--- src/rtl/uplus_40g_pkg.sv ---
// Shared types and helpers for the 40G TX arbiter and RX demux.
// Holds the arbiter state encoding and the compile-time sizing functions.
package uplus_40g_pkg;

  typedef enum logic [1:0] {
    ST_IDLE = 2'd0,
    ST_XFER = 2'd1,
    ST_DROP = 2'd2
  } arb_state_e;

  function automatic int unsigned clog2(input int unsigned v);
    int unsigned r;
    r = 0;
    while ((32'd1 << r) < v) r = r + 1;
    return r;
  endfunction

  function automatic int unsigned beat_limit(
    input int unsigned len,
    input int unsigned bpb
  );
    return (len + bpb - 1) / bpb;
  endfunction

endpackage

--- src/rtl/uplus_rr_picker.sv ---
// Combinational round-robin picker: first requester after last_i wins.
// Produces a one-hot grant, its index and an any-request flag.
module uplus_rr_picker
  import uplus_40g_pkg::*;
#(
  parameter int P_PORTS = 4,
  parameter int IDX_W   = clog2(P_PORTS)
) (
  input  logic [P_PORTS-1:0] req_i,
  input  logic [IDX_W-1:0]   last_i,
  output logic [P_PORTS-1:0] gnt_o,
  output logic [IDX_W-1:0]   idx_o,
  output logic               any_o
);

  int k;

  // Walk offsets from farthest to nearest so the nearest requester wins.
  always_comb begin
    gnt_o = '0;
    idx_o = '0;
    any_o = 1'b0;
    k     = 0;
    for (int i = P_PORTS; i >= 1; i--) begin
      k = int'(last_i) + i;
      if (k >= P_PORTS) k = k - P_PORTS;
      if (req_i[IDX_W'(k)]) begin
        gnt_o = '0;
        gnt_o[IDX_W'(k)] = 1'b1;
        idx_o = IDX_W'(k);
        any_o = 1'b1;
      end
    end
  end

endmodule

--- src/rtl/uplus_40g_tx_arbiter.sv ---
// Packet-granular round-robin arbiter onto the 40G channel TX AXI-Stream.
// Gates new packets on link status and truncates runaway packets.
module uplus_40g_tx_arbiter
  import uplus_40g_pkg::*;
#(
  parameter int P_PORTS      = 4,
  parameter int P_DATA_W     = 256,
  parameter int P_MAX_LENGTH = 9600
) (
  input  logic                          i_clk,
  input  logic                          i_rst_n,
  input  logic                          i_link_up,
  input  logic [P_PORTS-1:0]            s_axis_tvalid,
  output logic [P_PORTS-1:0]            s_axis_tready,
  input  logic [P_PORTS*P_DATA_W-1:0]   s_axis_tdata,
  input  logic [P_PORTS*P_DATA_W/8-1:0] s_axis_tkeep,
  input  logic [P_PORTS-1:0]            s_axis_tlast,
  input  logic [P_PORTS-1:0]            s_axis_tuser,
  output logic                          m_axis_tvalid,
  input  logic                          m_axis_tready,
  output logic [P_DATA_W-1:0]           m_axis_tdata,
  output logic [P_DATA_W/8-1:0]         m_axis_tkeep,
  output logic                          m_axis_tlast,
  output logic                          m_axis_tuser,
  output logic [P_PORTS-1:0]            o_grant,
  output logic                          o_trunc_pulse
);

  localparam int KEEP_W = P_DATA_W / 8;
  localparam int IDX_W  = clog2(P_PORTS);
  localparam int L      = beat_limit(P_MAX_LENGTH, KEEP_W);
  localparam int CNT_W  = clog2(L + 1);
  localparam logic [CNT_W-1:0] CNT_MAX  = CNT_W'(L);
  localparam logic [CNT_W-1:0] CNT_LAST = CNT_W'(L - 1);

  arb_state_e          state_q, state_d;
  logic [P_PORTS-1:0]  grant_q, grant_d;
  logic [IDX_W-1:0]    owner_q, owner_d;
  logic [IDX_W-1:0]    last_q, last_d;
  logic [CNT_W-1:0]    cnt_q, cnt_d;

  logic [P_PORTS-1:0]  pick_gnt;
  logic [IDX_W-1:0]    pick_idx;
  logic                pick_any;

  logic [P_DATA_W-1:0] own_data;
  logic [KEEP_W-1:0]   own_keep;
  logic                own_valid;
  logic                own_last;
  logic                own_user;
  logic                trunc_beat;

  uplus_rr_picker #(
    .P_PORTS(P_PORTS),
    .IDX_W  (IDX_W)
  ) u_picker (
    .req_i (s_axis_tvalid),
    .last_i(last_q),
    .gnt_o (pick_gnt),
    .idx_o (pick_idx),
    .any_o (pick_any)
  );

  // AND-OR mux on the one-hot grant: all zero when nobody owns the port.
  always_comb begin
    own_data = '0;
    own_keep = '0;
    for (int k = 0; k < P_PORTS; k++) begin
      if (grant_q[k]) begin
        own_data = own_data | s_axis_tdata[k*P_DATA_W +: P_DATA_W];
        own_keep = own_keep | s_axis_tkeep[k*KEEP_W +: KEEP_W];
      end
    end
  end

  assign own_valid  = |(grant_q & s_axis_tvalid);
  assign own_last   = |(grant_q & s_axis_tlast);
  assign own_user   = |(grant_q & s_axis_tuser);
  assign trunc_beat = (cnt_q == CNT_LAST) && !own_last;

  assign m_axis_tdata = own_data;
  assign m_axis_tkeep = own_keep;
  assign o_grant      = grant_q;

  always_comb begin
    state_d       = state_q;
    grant_d       = grant_q;
    owner_d       = owner_q;
    last_d        = last_q;
    cnt_d         = cnt_q;
    m_axis_tvalid = 1'b0;
    m_axis_tlast  = 1'b0;
    m_axis_tuser  = 1'b0;
    s_axis_tready = '0;
    o_trunc_pulse = 1'b0;
    unique case (state_q)
      ST_IDLE: begin
        if (i_link_up && pick_any) begin
          state_d = ST_XFER;
          grant_d = pick_gnt;
          owner_d = pick_idx;
        end
      end
      ST_XFER: begin
        m_axis_tvalid = own_valid;
        m_axis_tlast  = own_last | trunc_beat;
        m_axis_tuser  = own_user | trunc_beat;
        s_axis_tready = grant_q & {P_PORTS{m_axis_tready}};
        if (own_valid && m_axis_tready) begin
          cnt_d = (cnt_q == CNT_MAX) ? cnt_q : cnt_q + 1'b1;
          if (own_last) begin
            state_d = ST_IDLE;
            grant_d = '0;
            last_d  = owner_q;
            cnt_d   = '0;
          end else if (trunc_beat) begin
            state_d       = ST_DROP;
            o_trunc_pulse = 1'b1;
          end
        end
      end
      ST_DROP: begin
        s_axis_tready = grant_q;
        if (own_valid && own_last) begin
          state_d = ST_IDLE;
          grant_d = '0;
          last_d  = owner_q;
          cnt_d   = '0;
        end
      end
      default: state_d = ST_IDLE;
    endcase
  end

  always_ff @(posedge i_clk or negedge i_rst_n) begin
    if (!i_rst_n) begin
      state_q <= ST_IDLE;
      grant_q <= '0;
      owner_q <= '0;
      last_q  <= IDX_W'(P_PORTS - 1);
      cnt_q   <= '0;
    end else begin
      state_q <= state_d;
      grant_q <= grant_d;
      owner_q <= owner_d;
      last_q  <= last_d;
      cnt_q   <= cnt_d;
    end
  end

endmodule
--- config.mk ---
export PLATFORM = sky130hd
export DESIGN_NAME = uplus_40g_tx_arbiter
export DESIGN_NICKNAME = d
export VERILOG_FILES = /design/src/rtl/uplus_40g_pkg.sv /design/src/rtl/uplus_rr_picker.sv /design/src/rtl/uplus_40g_tx_arbiter.sv
export SDC_FILE = /design/constraint.sdc
export NUM_CORES = 1
export LEC_CHECK = 0
export BUFFER_PORTS_ARGS = -buffer_cell sky130_fd_sc_hd__buf_2
export CAP_MARGIN = 25
export CORE_AREA = 2 2 571 573
export CTS_BUF_LIST = sky130_fd_sc_hd__clkbuf_4 sky130_fd_sc_hd__clkbuf_8
export DETAILED_ROUTE_END_ITERATION = 7
export DIE_AREA = 0 0 573 575
export SLEW_MARGIN = 20
export SYNTH_ARGS = -nofsm -noshare
export SYNTH_HDL_FRONTEND = slang
export SYNTH_SLANG_ARGS = --single-unit
--- constraint.sdc ---
create_clock -name i_clk -period 3.55 [get_ports i_clk]
set_input_delay 0.355 -clock i_clk [delete_from_list [all_inputs] [get_ports i_clk]]
set_output_delay 0.355 -clock i_clk [all_outputs]
set_load 0.05 [all_outputs]
Word-level counts from Yosys, hierarchy flattened
Cells that the tools add are included.

cells by class
  multiplexer cells = 72
  add/sub/neg operators = 9
  bitwise operators = 12
  equal/unequal tests = 10
  reductions and logical operators = 20
  $lt $le $gt $ge = 12

operators by type and width
  cell                   count
  $mux W256              4
  $or A256 B256 Y256     3
  $mux W32               4
  $or A32 B32 Y32        3
  $mux W9                4
  $mux W2                16
  $mux W4                8
  $mux W1                23
  $eq A9 B9 Y1 const B   2
  $pmux W9 S2            1
  $and A4 B4 Y4          4
  $lt A2 B4 Y1 const B   4
  $pmux W4 S3            1
  $reduce_and A4 Y1      3
  $reduce_or A4 Y1       3
  $add A9 B1 Y9 const B  1
  $ge A3 B3 Y1 const B   3
  $bmux W1 S2            4
  $demux W1 S2           4
  $ge A2 B1 Y1 const B   4
  $logic_and A1 B1 Y1    8
  $ne A2 B2 Y1 const B   4
  $pmux W4 S2            1
  $sub A2 B1 Y2 const B  4
  other kinds (16)       19

word-level totals
  output and inout bits = 300
  word-level logic and storage cells = 140
  flip-flop bits (word level) = 19
  input port bits = 1168

Longest topological paths before layout
Gate-level depths: netlist (run 1).

  depth in word-level cells = 13
  depth in mapped cells = 11
  gate-level depth less buffers = 7

Modules after synthesis
Synthesis (run 1) repeated with hierarchy kept, for this count alone.

unflattened totals
  cell total of the unflattened synthesis = 1184
  area, all modules = 7673.6 um2

by module, submodules not included
  module                sequential area each (um2)  area an instance (um2)  cells an instance  times used
  uplus_40g_tx_arbiter  478.0                       7213.2                  1127               1
  uplus_rr_picker       0.0                         460.4                   57                 1

Least setup slack after synthesis (run 1)
OpenSTA, ideal clock, no wires.

  kind = register -> register
  from = register last_q[0]
  to = register owner_q[0]
  arrival = 2.626 ns
  clock period less this slack = 2.702 ns
  data required time = 3.474 ns
  stages on the path, launching flop included = 11
  path buffers = 4
  setup time = 0.076 ns
  slack = 0.848 ns
  cells stage by stage = dfstp_2 buf_2 buf_2 inv_1 ha_1 buf_6 mux4_2 buf_6 a21oi_1 mux2_1 o21ai_1

between the ends
  word-level cells in the longest chain between the ends = 12
  elaborated cells between the ends (all ways) = 38
  classes of those cells = 8 x add/sub; 4 x order compare; 24 x mux; 2 x reduce/logical

RTL lines
  element                                        line                         text
  start: declaration                             uplus_40g_tx_arbiter.sv:39   logic [IDX_W-1:0] last_q, last_d;
  start signal: assignment                       uplus_40g_tx_arbiter.sv:140  last_q <= IDX_W'(P_PORTS - 1);
  start signal: assignment                       uplus_40g_tx_arbiter.sv:146  last_q <= last_d;
  $add A2 B3 Y4                                  uplus_rr_picker.sv:25        k = int'(last_i) + i;
  $ge A4 B3 Y1 or $sub A2 B1 Y2 (tied branches)  uplus_rr_picker.sv:26        if (k >= P_PORTS) k = k - P_PORTS;
  $mux W2                                        uplus_rr_picker.sv:26
  $bmux W1 S2                                    uplus_rr_picker.sv:27        if (req_i[IDX_W'(k)]) begin
  $mux W1 (implied by the code) (2 in series)    uplus_rr_picker.sv:27
  $mux W1 (4 in series)                          uplus_rr_picker.sv:27
  $logic_and A1 B1 Y1                            uplus_40g_tx_arbiter.sv:98   if (i_link_up && pick_any) begin
  $reduce_and A2 Y1 (no line)                    -
  end signal: assignment                         uplus_40g_tx_arbiter.sv:145  owner_q <= owner_d;
  end: declaration                               uplus_40g_tx_arbiter.sv:38   logic [IDX_W-1:0] owner_q, owner_d;

Parallel ways exist; a longest one is shown, timed or not. The select of a mux whose other input is x is not followed.
A chain may end at the register's enable or synchronous reset.

Worst setup path in the final report (run 1)
  from = register grant_q[2], in the netlist o_grant[2]
  to = output m_axis_tdata[72]

between the ends
  word-level cells in the longest chain between the ends = 3

RTL lines
  element                   line                         text
  start: declaration        uplus_40g_tx_arbiter.sv:37   logic [P_PORTS-1:0] grant_q, grant_d;
  start signal: assignment  uplus_40g_tx_arbiter.sv:144  grant_q <= grant_d;
  $mux W256 *               uplus_40g_tx_arbiter.sv:69   if (grant_q[k]) begin
  $or A256 B256 Y256        uplus_40g_tx_arbiter.sv:70   own_data = own_data | s_axis_tdata[k*P_DATA_W +: P_DATA_W];
  $mux W256 *               uplus_40g_tx_arbiter.sv:69
  end: declaration          uplus_40g_tx_arbiter.sv:21   output logic [P_DATA_W-1:0] m_axis_tdata,

Every way passes the cells marked *; elsewhere a longest branch is shown, timed or not.

==> results of run 1 <==
[worst min-delay path by stage]
stage,start,end
final,i_rst_n,cnt_q[2]
after global routing,i_rst_n,cnt_q[0]
after CTS,i_rst_n,state_q[1]
after detailed placement,i_rst_n,state_q[1]
after global placement,i_rst_n,cnt_q[0]
after floorplan,i_rst_n,cnt_q[0]
[per-stage QoR]
step | setup WS, ps | power, mW | hold WS [ps] | instances
global route | 60.38 | 24.94 | 83.53 | 7062
global placement | 354.4 | 24.34 | 372.3 | 6975
CTS | 108.6 | 24.51 | 78.06 | 6981
detailed placement | 415.2 | 24.30 | 374.2 | 6977
floorplan | 847.8 | 12.68 | 59.41 | 1202
finish | 199.7 | 24.07 | 58.03 | 7146
[critical path: stages (launching register included)]
cell     delay (ps)
dfrtp_4         620
buf_12          210
buf_4           380
a22oi_1         940
nand2_1         170
buf_2           270
[synth_stat cells (all sizes together), types with 6 or more instances]
| master | number |
|---|---|
| clkbuf | 120 |
| buf | 22 |
| o21ai | 23 |
| a22o | 8 |
| nand2 | 305 |
| nor2 | 11 |
| a21oi | 14 |
| a22oi | 586 |
| inv | 15 |
| ha | 12 |
| nand2b | 6 |
| dfrtp | 17 |
[kinds of logic after synthesis]
| family | count (synthesis) |
|---|---|
| compound gates | 661 |
| buf+inv | 158 |
| mux | 9 |
| flops | 19 |
| fa+ha+maj | 12 |
| simple gates | 343 |
[flip-flops by register name, indices dropped and copies added, names as in the netlist]
register,count
state_q,2
owner_q,2
last_q,2
o_grant,4
cnt_q,9
[power breakdown]
group | switching, mW | internal (mW)
logic | 18.6 | 4.66
registers | 0.294 | 0.296
clock network | 0.0880 | 0.0879
[layout make-up]
class | instances | area, um2
inverter | 16 | 60.06
timing repair buffer | 1594 | 8578
fill | 38630 | 301600
tap | 4325 | 5411
multi-input combinational | 1025 | 6593
sequential | 19 | 493.0
clock buffer | 4 | 48.80
antenna | 163 | 407.9
[routing by layer]
| metal | part of all wire [%] | global-route usage [%] | up-vias |
|---|---|---|---|
| met5 | 0.85 | 0 | - |
| met2 | 42 | 25.43 | 2016 |
| li1 | - | - | 7915 |
| met4 | 4.5 | 5.197 | 366 |
| met1 | 35 | 17.34 | 9019 |
| met3 | 17 | 13.30 | 964 |
==> key figures, run 1 <==
Timing
  – Fin crit share: 94.37%
  – Min Clock Period, post-route: 3350 ps
  – Clock Skews: 3.633 ps
  – Max transition margin: 24.94%
  – Slew @ Worst Pin: 1126 ps
  – Fmax: 298.5 MHz
  – Final count of negative-setup-slack endpoints: 0
  – Final max-slew violation count: 0
  – Fin. Hold Viols: 0
  – TNS Setup: 0 ps
  – RSZ-0062 raised after global routing: false

Yosys
  – Post-synthesis mux area share: 1.870%
  – Main combinational cell family by area after synthesis: compound AO/OA/AOI/OAI gates
  – Simple-Gate Fraction of Synth Area: 17.73%
  – Sequential share of the synthesized area: 6.212%
  – Post-synthesis adder-cell area fraction: 1.952%
  – Mapped Nets: 2,382
  – Synth Area in Compound Gates: 64.08%
  – EDFF count, synth: 0
  – Prevailing post-synth register cell: dfrtp_1
  – Synth top area share: 57.18%
  – Top cells by area, synth: a22oi_1, nand2_1, clkbuf_1
  – FFs w/ async S/R, synth: 100.0%
  – Yosys Warn Count: 0
  – Number of synthesized register bits: 19
  – Mapped Area: 7694 um2
  – Synth unique cells: 47
  – Avg Synthesized Cell Area: 6.401 um2
  – Post-Synthesis Cells: 1,202
  – XOR/XNOR share of the synthesized area: 0%
  – Yosys top cell by area: a22oi_1

Power and ir drop
  – Leak pwr: 9.733 nW
  – PwrDens: 1115 nW/um2
  – VDD IR max: 0.4733 mV

Worst setup path
  – Critical path destination: m_axis_tdata[72]
  – Crit. Startpoint: o_grant[2]
  – Peak fanout along the critical path: 30
  – RR Startpoint: last_q[1]
  – Cells on worst reg2reg path: 6
  – Critical Path Sink Type: output pin
  – Worst reg2reg path endpoint: owner_q[0]
  – Worst setup path class: reg2out
  – Worst EP required: 3190 ps
  – Startpoint types: flip-flop
  – R2R Setup Slk: 690 ps
  – CP arrival: 3000 ps

Clock tree
  – Setup bufs post-CTS: 0
  – CTS Buf Count: 3
  – CTS tree: done
  – Max Root-Sink Buffers: 2
  – Worst-skew pair later-pin latency: 270 ps
  – CTS Sinks: 19
  – Worst-path clk slew: 90 ps
  – Cts hold-fix bufs: 0
  – Root Driver: clkbuf_8
  – Post-CTS sizing: 0
  – H-tree Lvls: 1

Route
  – Vias per Instance: 2.838
  – Vias post-DR: 20,280
  – DRT antenna net count: 0
  – Iter 0 DRT Violations: 1,921
  – DRC: 0
  – WL per Instance: 40.39 um
  – Routed WL: 288,600 um
  – Pre-Repair DR Iteration Count: 6

Floorplanning
  – Initial Util: 2.380%
  – Num rows: 209
  – Core ar.: 323,200 um2
  – Chip Height: 575 um
  – Die Wd: 573 um
  – Die area: 329,500 um2
  – # IOs: 1,468

Finish
  – Fraction of layout cells with a size suffix above 1: 60.76%
  – Nets: 3,839
  – Area growth syn-to-layout: 180.6%
  – Post-layout util: 6.680%
  – Final instance area: 21,590 um2
  – Most frequent cells in the layout: buf_2, a22oi_1, nand2_1
  – Commonest non-fill, non-tap cell in the layout: buf_2

Global routing
  – First-pass GRT wire length: 327,300 um
  – Antenna violations before repair: 488
  – GR Overflow Total: 0
  – Gr usage total: 16.70%
  – Largest net degree at the start of global routing: 85
  – Number of global-route vias before repair: 18,110

Worst hold path
  – Hold Crit Class: in2async

Job
  – Max_cap viols: 0

Place
  – DP HPWL: 274,100 um
  – IO Port Bufs: 1,467
  – GPL Wtd Cong: 0.9629
  – Area after DPL: 21,120 um2

Run status
  – Status: complete, no violations
No activity file was read; power rests on OpenSTA's default activity.
==> run 2, diff against run 1 <==
CAP_MARGIN = 20   (was 25)
clock period = 3.64 ns   (was 3.55 ns; I/O delays follow)
==> key figures, run 2 (synthesis gave the netlist of run 1 again) <==
Route
  – Met2 routed WL: 124,200 um
  – Vias post-DR: 20,440
  – Routed WL: 293,100 um
  – DRT antenna net count: 0
  – Top Layer Used: met5
  – WL per Instance: 41.11 um
  – DRC: 0
  – Vias per Instance: 2.867
  – Pre-Repair DR Iteration Count: 6
  – Routed met3 length: 49,500 um
  – Met1 WL: 105,100 um
  – Iter 0 DRT Violations: 2,036

Floorplanning
  – Chip Height: 575 um
  – # IOs: 1,468
  – Initial Util: 2.380%
  – Core ar.: 323,200 um2
  – Die area: 329,500 um2
  – Num rows: 209
  – Die Wd: 573 um

Global routing
  – Number of global-route vias before repair: 18,310
  – Gr usage total: 16.93%
  – Largest net degree at the start of global routing: 93
  – First-pass GRT wire length: 332,000 um
  – GR Overflow Total: 0
  – Antenna violations before repair: 483

Timing
  – Final hold slack: 66.47 ps
  – Slew @ Worst Pin: 1176 ps
  – TNS Setup: 0 ps
  – Clock Skews: 6.256 ps
  – Max transition margin: 21.60%
  – Final max-slew violation count: 0
  – Crit path setup slack, layout: 115.6 ps
  – Final count of negative-setup-slack endpoints: 0
  – RSZ-0062 raised after global routing: false
  – Fin crit share: 96.82%
  – Fmax: 283.7 MHz
  – Min Clock Period, post-route: 3524 ps
  – Fin. Hold Viols: 0

Worst setup path
  – Critical Path Sink Type: output pin
  – Cells on worst reg2reg path: 6
  – Max incr delay on CP: 960 ps
  – Most frequent CP cell: buf_12
  – CP arrival: 3160 ps
  – Worst path bufs/invs: 3
  – Worst setup path class: reg2out
  – Startpoint types: flip-flop
  – CP cell instances: buf_12 > buf_12 > a22oi_1 > nand2_1 > buf_2
  – WP depth: 5
  – CP delay by family, top: compound AO/OA/AOI/OAI gates
  – Worst EP required: 3280 ps
  – Critical-path top delay cell: a22oi_1
  – Peak fanout along the critical path: 72

Clock tree
  – CTS Buf Count: 3
  – Worst-skew pair later-pin latency: 290 ps
  – CTS Sinks: 19
  – Cts hold-fix bufs: 0
  – Post-CTS sizing: 0
  – H-tree Lvls: 1
  – Max Root-Sink Buffers: 2
  – Root Driver: clkbuf_8
  – Setup bufs post-CTS: 0
  – Worst-path clk slew: 100 ps
  – CTS tree: done

Power and ir drop
  – PwrDens: 1099 nW/um2
  – VDD IR max: 0.7483 mV
  – Leak pwr: 9.705 nW
  – Total power: 23.62 mW

Finish
  – Max reg flops: 9
  – Fillers: 38,580
  – Nets: 3,837
  – Reg area: 493.0 um2
  – Multi-input gate area: 6608 um2
  – Most frequent cells in the layout: buf_2, a22oi_1, nand2_1
  – Largest Register: cnt_q
  – Fraction of layout cells with a size suffix above 1: 60.84%
  – Commonest non-fill, non-tap cell in the layout: buf_2
  – Post-layout util: 6.649%
  – Area growth syn-to-layout: 179.3%

Place
  – GPL Wtd Cong: 0.9651
  – IO Port Bufs: 1,467
  – DP HPWL: 277,300 um
  – Dpl ws: 549.7 ps

Job
  – Max_cap viols: 0

Run status
  – Status: complete, no violations

Worst hold path
  – Hold Crit Class: in2async
[run 2: report_power, final]
part	switching [mW]	leakage [nW]	internal, mW
combinational	18.4	9.44	4.50
clock	0.105	0.0264	0.0772
sequential	0.303	0.242	0.286
[run 2: area by class of cell]
cell class / count / share of cell area (%)
Antenna cell: 148 / 1.723
Clock buffer: 3 / 0.1921
Clock inverter: 1 / 0.02329
Inverter: 16 / 0.2794
Multi-Input combinational cell: 1025 / 30.74
Sequential cell: 19 / 2.294
Tap cell: 4325 / 25.18
Timing Repair Buffer: 1592 / 39.56
[run 2: worst paths after layout]
check,slack [ps],end,start
min in group i_clk,490,cnt_q[8],cnt_q[8]
worst min-delay path,70,cnt_q[0],i_rst_n
worst max-delay path,120,m_axis_tdata[55],o_grant[3]
max in group asynchronous,3120,o_grant[3],i_rst_n
worst max register to register,990,owner_q[0],last_q[0]
worst min register to register,490,cnt_q[8],cnt_q[8]
[run 2: per-stage QoR]
step | instances | instance area [um2]
after global placement | 6971 | 21020
after global routing | 7043 | 21280
final | 7129 | 21490
after CTS | 6976 | 21080
after detailed placement | 6972 | 21030
after floorplan | 1202 | 7694
[run 2: layer usage]
metal	vias to the layer above	global-route usage (%)
li1	7902	-
met1	9295	17.88
met2	1950	26.12
met3	932	13.00
met4	360	4.478
met5	-	0
[run 2: worst reg2reg max path: cells and delay by family (launching register included)]
family	cells	cell delay, ps
buffers and inverters	1	150
adder cells (fa/ha/maj)	1	560
multiplexers	2	1030
flip-flops	1	540
AO/OA/AOI/OAI	2	310
==> run 3, diff against run 2 <==
PLACE_DENSITY = 0.3   (was unset)
SETUP_SLACK_MARGIN = 0.4   (was unset)
==> key figures, run 3 (synthesis gave the netlist of run 1 again) <==
Timing
  – Fin. Hold Viols: 0
  – Max transition margin: 30.01%
  – Final count of negative-setup-slack endpoints: 0
  – Final max-slew violation count: 0
  – Crit path setup slack, layout: 454.8 ps
  – Fmax: 313.9 MHz
  – RSZ-0062 raised after global routing: false
  – Min Clock Period, post-route: 3185 ps
  – Clock Skews: 4.276 ps
  – TNS Setup: 0 ps
  – Slew @ Worst Pin: 1050 ps
  – Fin crit share: 87.51%

Worst hold path
  – Hold Crit Class: in2async

Clock tree
  – Setup bufs post-CTS: 0
  – Root Driver: clkbuf_8
  – Worst-skew pair later-pin latency: 290 ps
  – Worst-path clk slew: 90 ps
  – CTS Sinks: 19
  – Cts hold-fix bufs: 0
  – H-tree Lvls: 1
  – CTS Buf Count: 3
  – CTS tree: done
  – Max Root-Sink Buffers: 2

Finish
  – Fraction of layout cells with a size suffix above 1: 59.82%
  – Area growth syn-to-layout: 176.3%
  – Commonest non-fill, non-tap cell in the layout: buf_2
  – Post-layout util: 6.577%
  – Largest Register: cnt_q
  – Most frequent cells in the layout: buf_2, a22oi_1, nand2_1
  – Nets: 3,777
  – Max reg flops: 9

Power and ir drop
  – PwrDens: 985.5 nW/um2
  – VDD IR max: 0.5256 mV
  – Leak pwr: 9.448 nW

Global routing
  – First-pass GRT wire length: 314,700 um
  – Number of global-route vias before repair: 18,410
  – Largest net degree at the start of global routing: 68
  – Antenna violations before repair: 500
  – Gr usage total: 15.80%
  – GR Overflow Total: 0

Route
  – WL per Instance: 38.12 um
  – Pre-Repair DR Iteration Count: 5
  – Vias post-DR: 20,390
  – DRT antenna net count: 0
  – Routed WL: 273,100 um
  – DRC: 0
  – Vias per Instance: 2.846
  – Iter 0 DRT Violations: 1,819

Floorplanning
  – Die area: 329,500 um2
  – Chip Height: 575 um
  – Initial Util: 2.380%
  – Die Wd: 573 um
  – Num rows: 209
  – # IOs: 1,468
  – Core ar.: 323,200 um2

Run status
  – Status: complete, no violations

Worst setup path
  – CP arrival: 2820 ps
  – Worst EP required: 3280 ps
  – Startpoint types: flip-flop
  – Cells on worst reg2reg path: 7
  – Peak fanout along the critical path: 22
  – Worst setup path class: reg2out
  – Critical Path Sink Type: output pin

Place
  – IO Port Bufs: 1,467
  – GPL Wtd Cong: 1.068
  – DP HPWL: 256,600 um
  – Dpl ws: 674.0 ps

Job
  – Max_cap viols: 0
==> run 3: metal layers <==
layer / up-vias / track usage, % / routed length, um
met2: 1948 / 24.90 / 117200
met3: 897 / 11.83 / 47130
met4: 324 / 4.550 / 12650
met1: 9322 / 16.35 / 93960
li1: 7903 / - / -
met5: - / 0 / 2202
==> run 3: worst paths after layout <==
check	start	endpoint	slack, ps
worst max-delay path	o_grant[2]	m_axis_tdata[67]	450
worst min-delay path	i_rst_n	cnt_q[3]	50
worst max register to register	last_q[0]	o_grant[1]	650
worst min register to register	owner_q[1]	owner_q[1]	500
max in group asynchronous	i_rst_n	o_grant[2]	3170
min in group i_clk	owner_q[1]	owner_q[1]	500
==> run 3: layout make-up <==
class                           instances  area (um2)
Fill cell                           38780      302000
Timing Repair Buffer                 1532        8043
Multi-Input combinational cell       1025        6593
Tap cell                             4325        5411
Antenna cell                          244       610.6
Sequential cell                        19       493.0
Inverter                               16       60.06
Clock buffer                            3       41.29
Clock inverter                          1       5.005
==> run 3: through the flow <==
| step | power (mW) | cell area (um2) | hold slack [ps] | cells |
|---|---|---|---|---|
| 3_3_place_gp | 21.05 | 20590 | 383.3 | 6916 |
| 5_1_grt | 21.69 | 20980 | 76.05 | 7054 |
| 4_1_cts | 21.19 | 20650 | 66.94 | 6921 |
| 2_1_floorplan | 12.37 | 7694 | 68.41 | 1202 |
| 3_5_place_dp | 20.97 | 20590 | 392.4 | 6917 |
| 6_report | 20.95 | 21260 | 46.17 | 7165 |
==> run 3: what timing repair did <==
item / 4_1_cts / 5_1_grt
gates resized for setup: 1 / 0
setup endpoints to repair: 1 / 0
endpoints found under the hold margin: 0 / 0
==> run 3: worst max-delay path, cell delays in order (launching register included) <==
cell and delay, ps:
dfrtp_4 630, buf_12 230, buf_4 290, a22oi_1 870, nand2_1 170, buf_2 260
==> run 3: where the power goes <==
group / internal [mW] / switching [mW]
Clock: 0.0771 / 0.0986
Sequential: 0.290 / 0.284
Combinational: 4.21 / 16.0
Total: 4.58 / 16.4
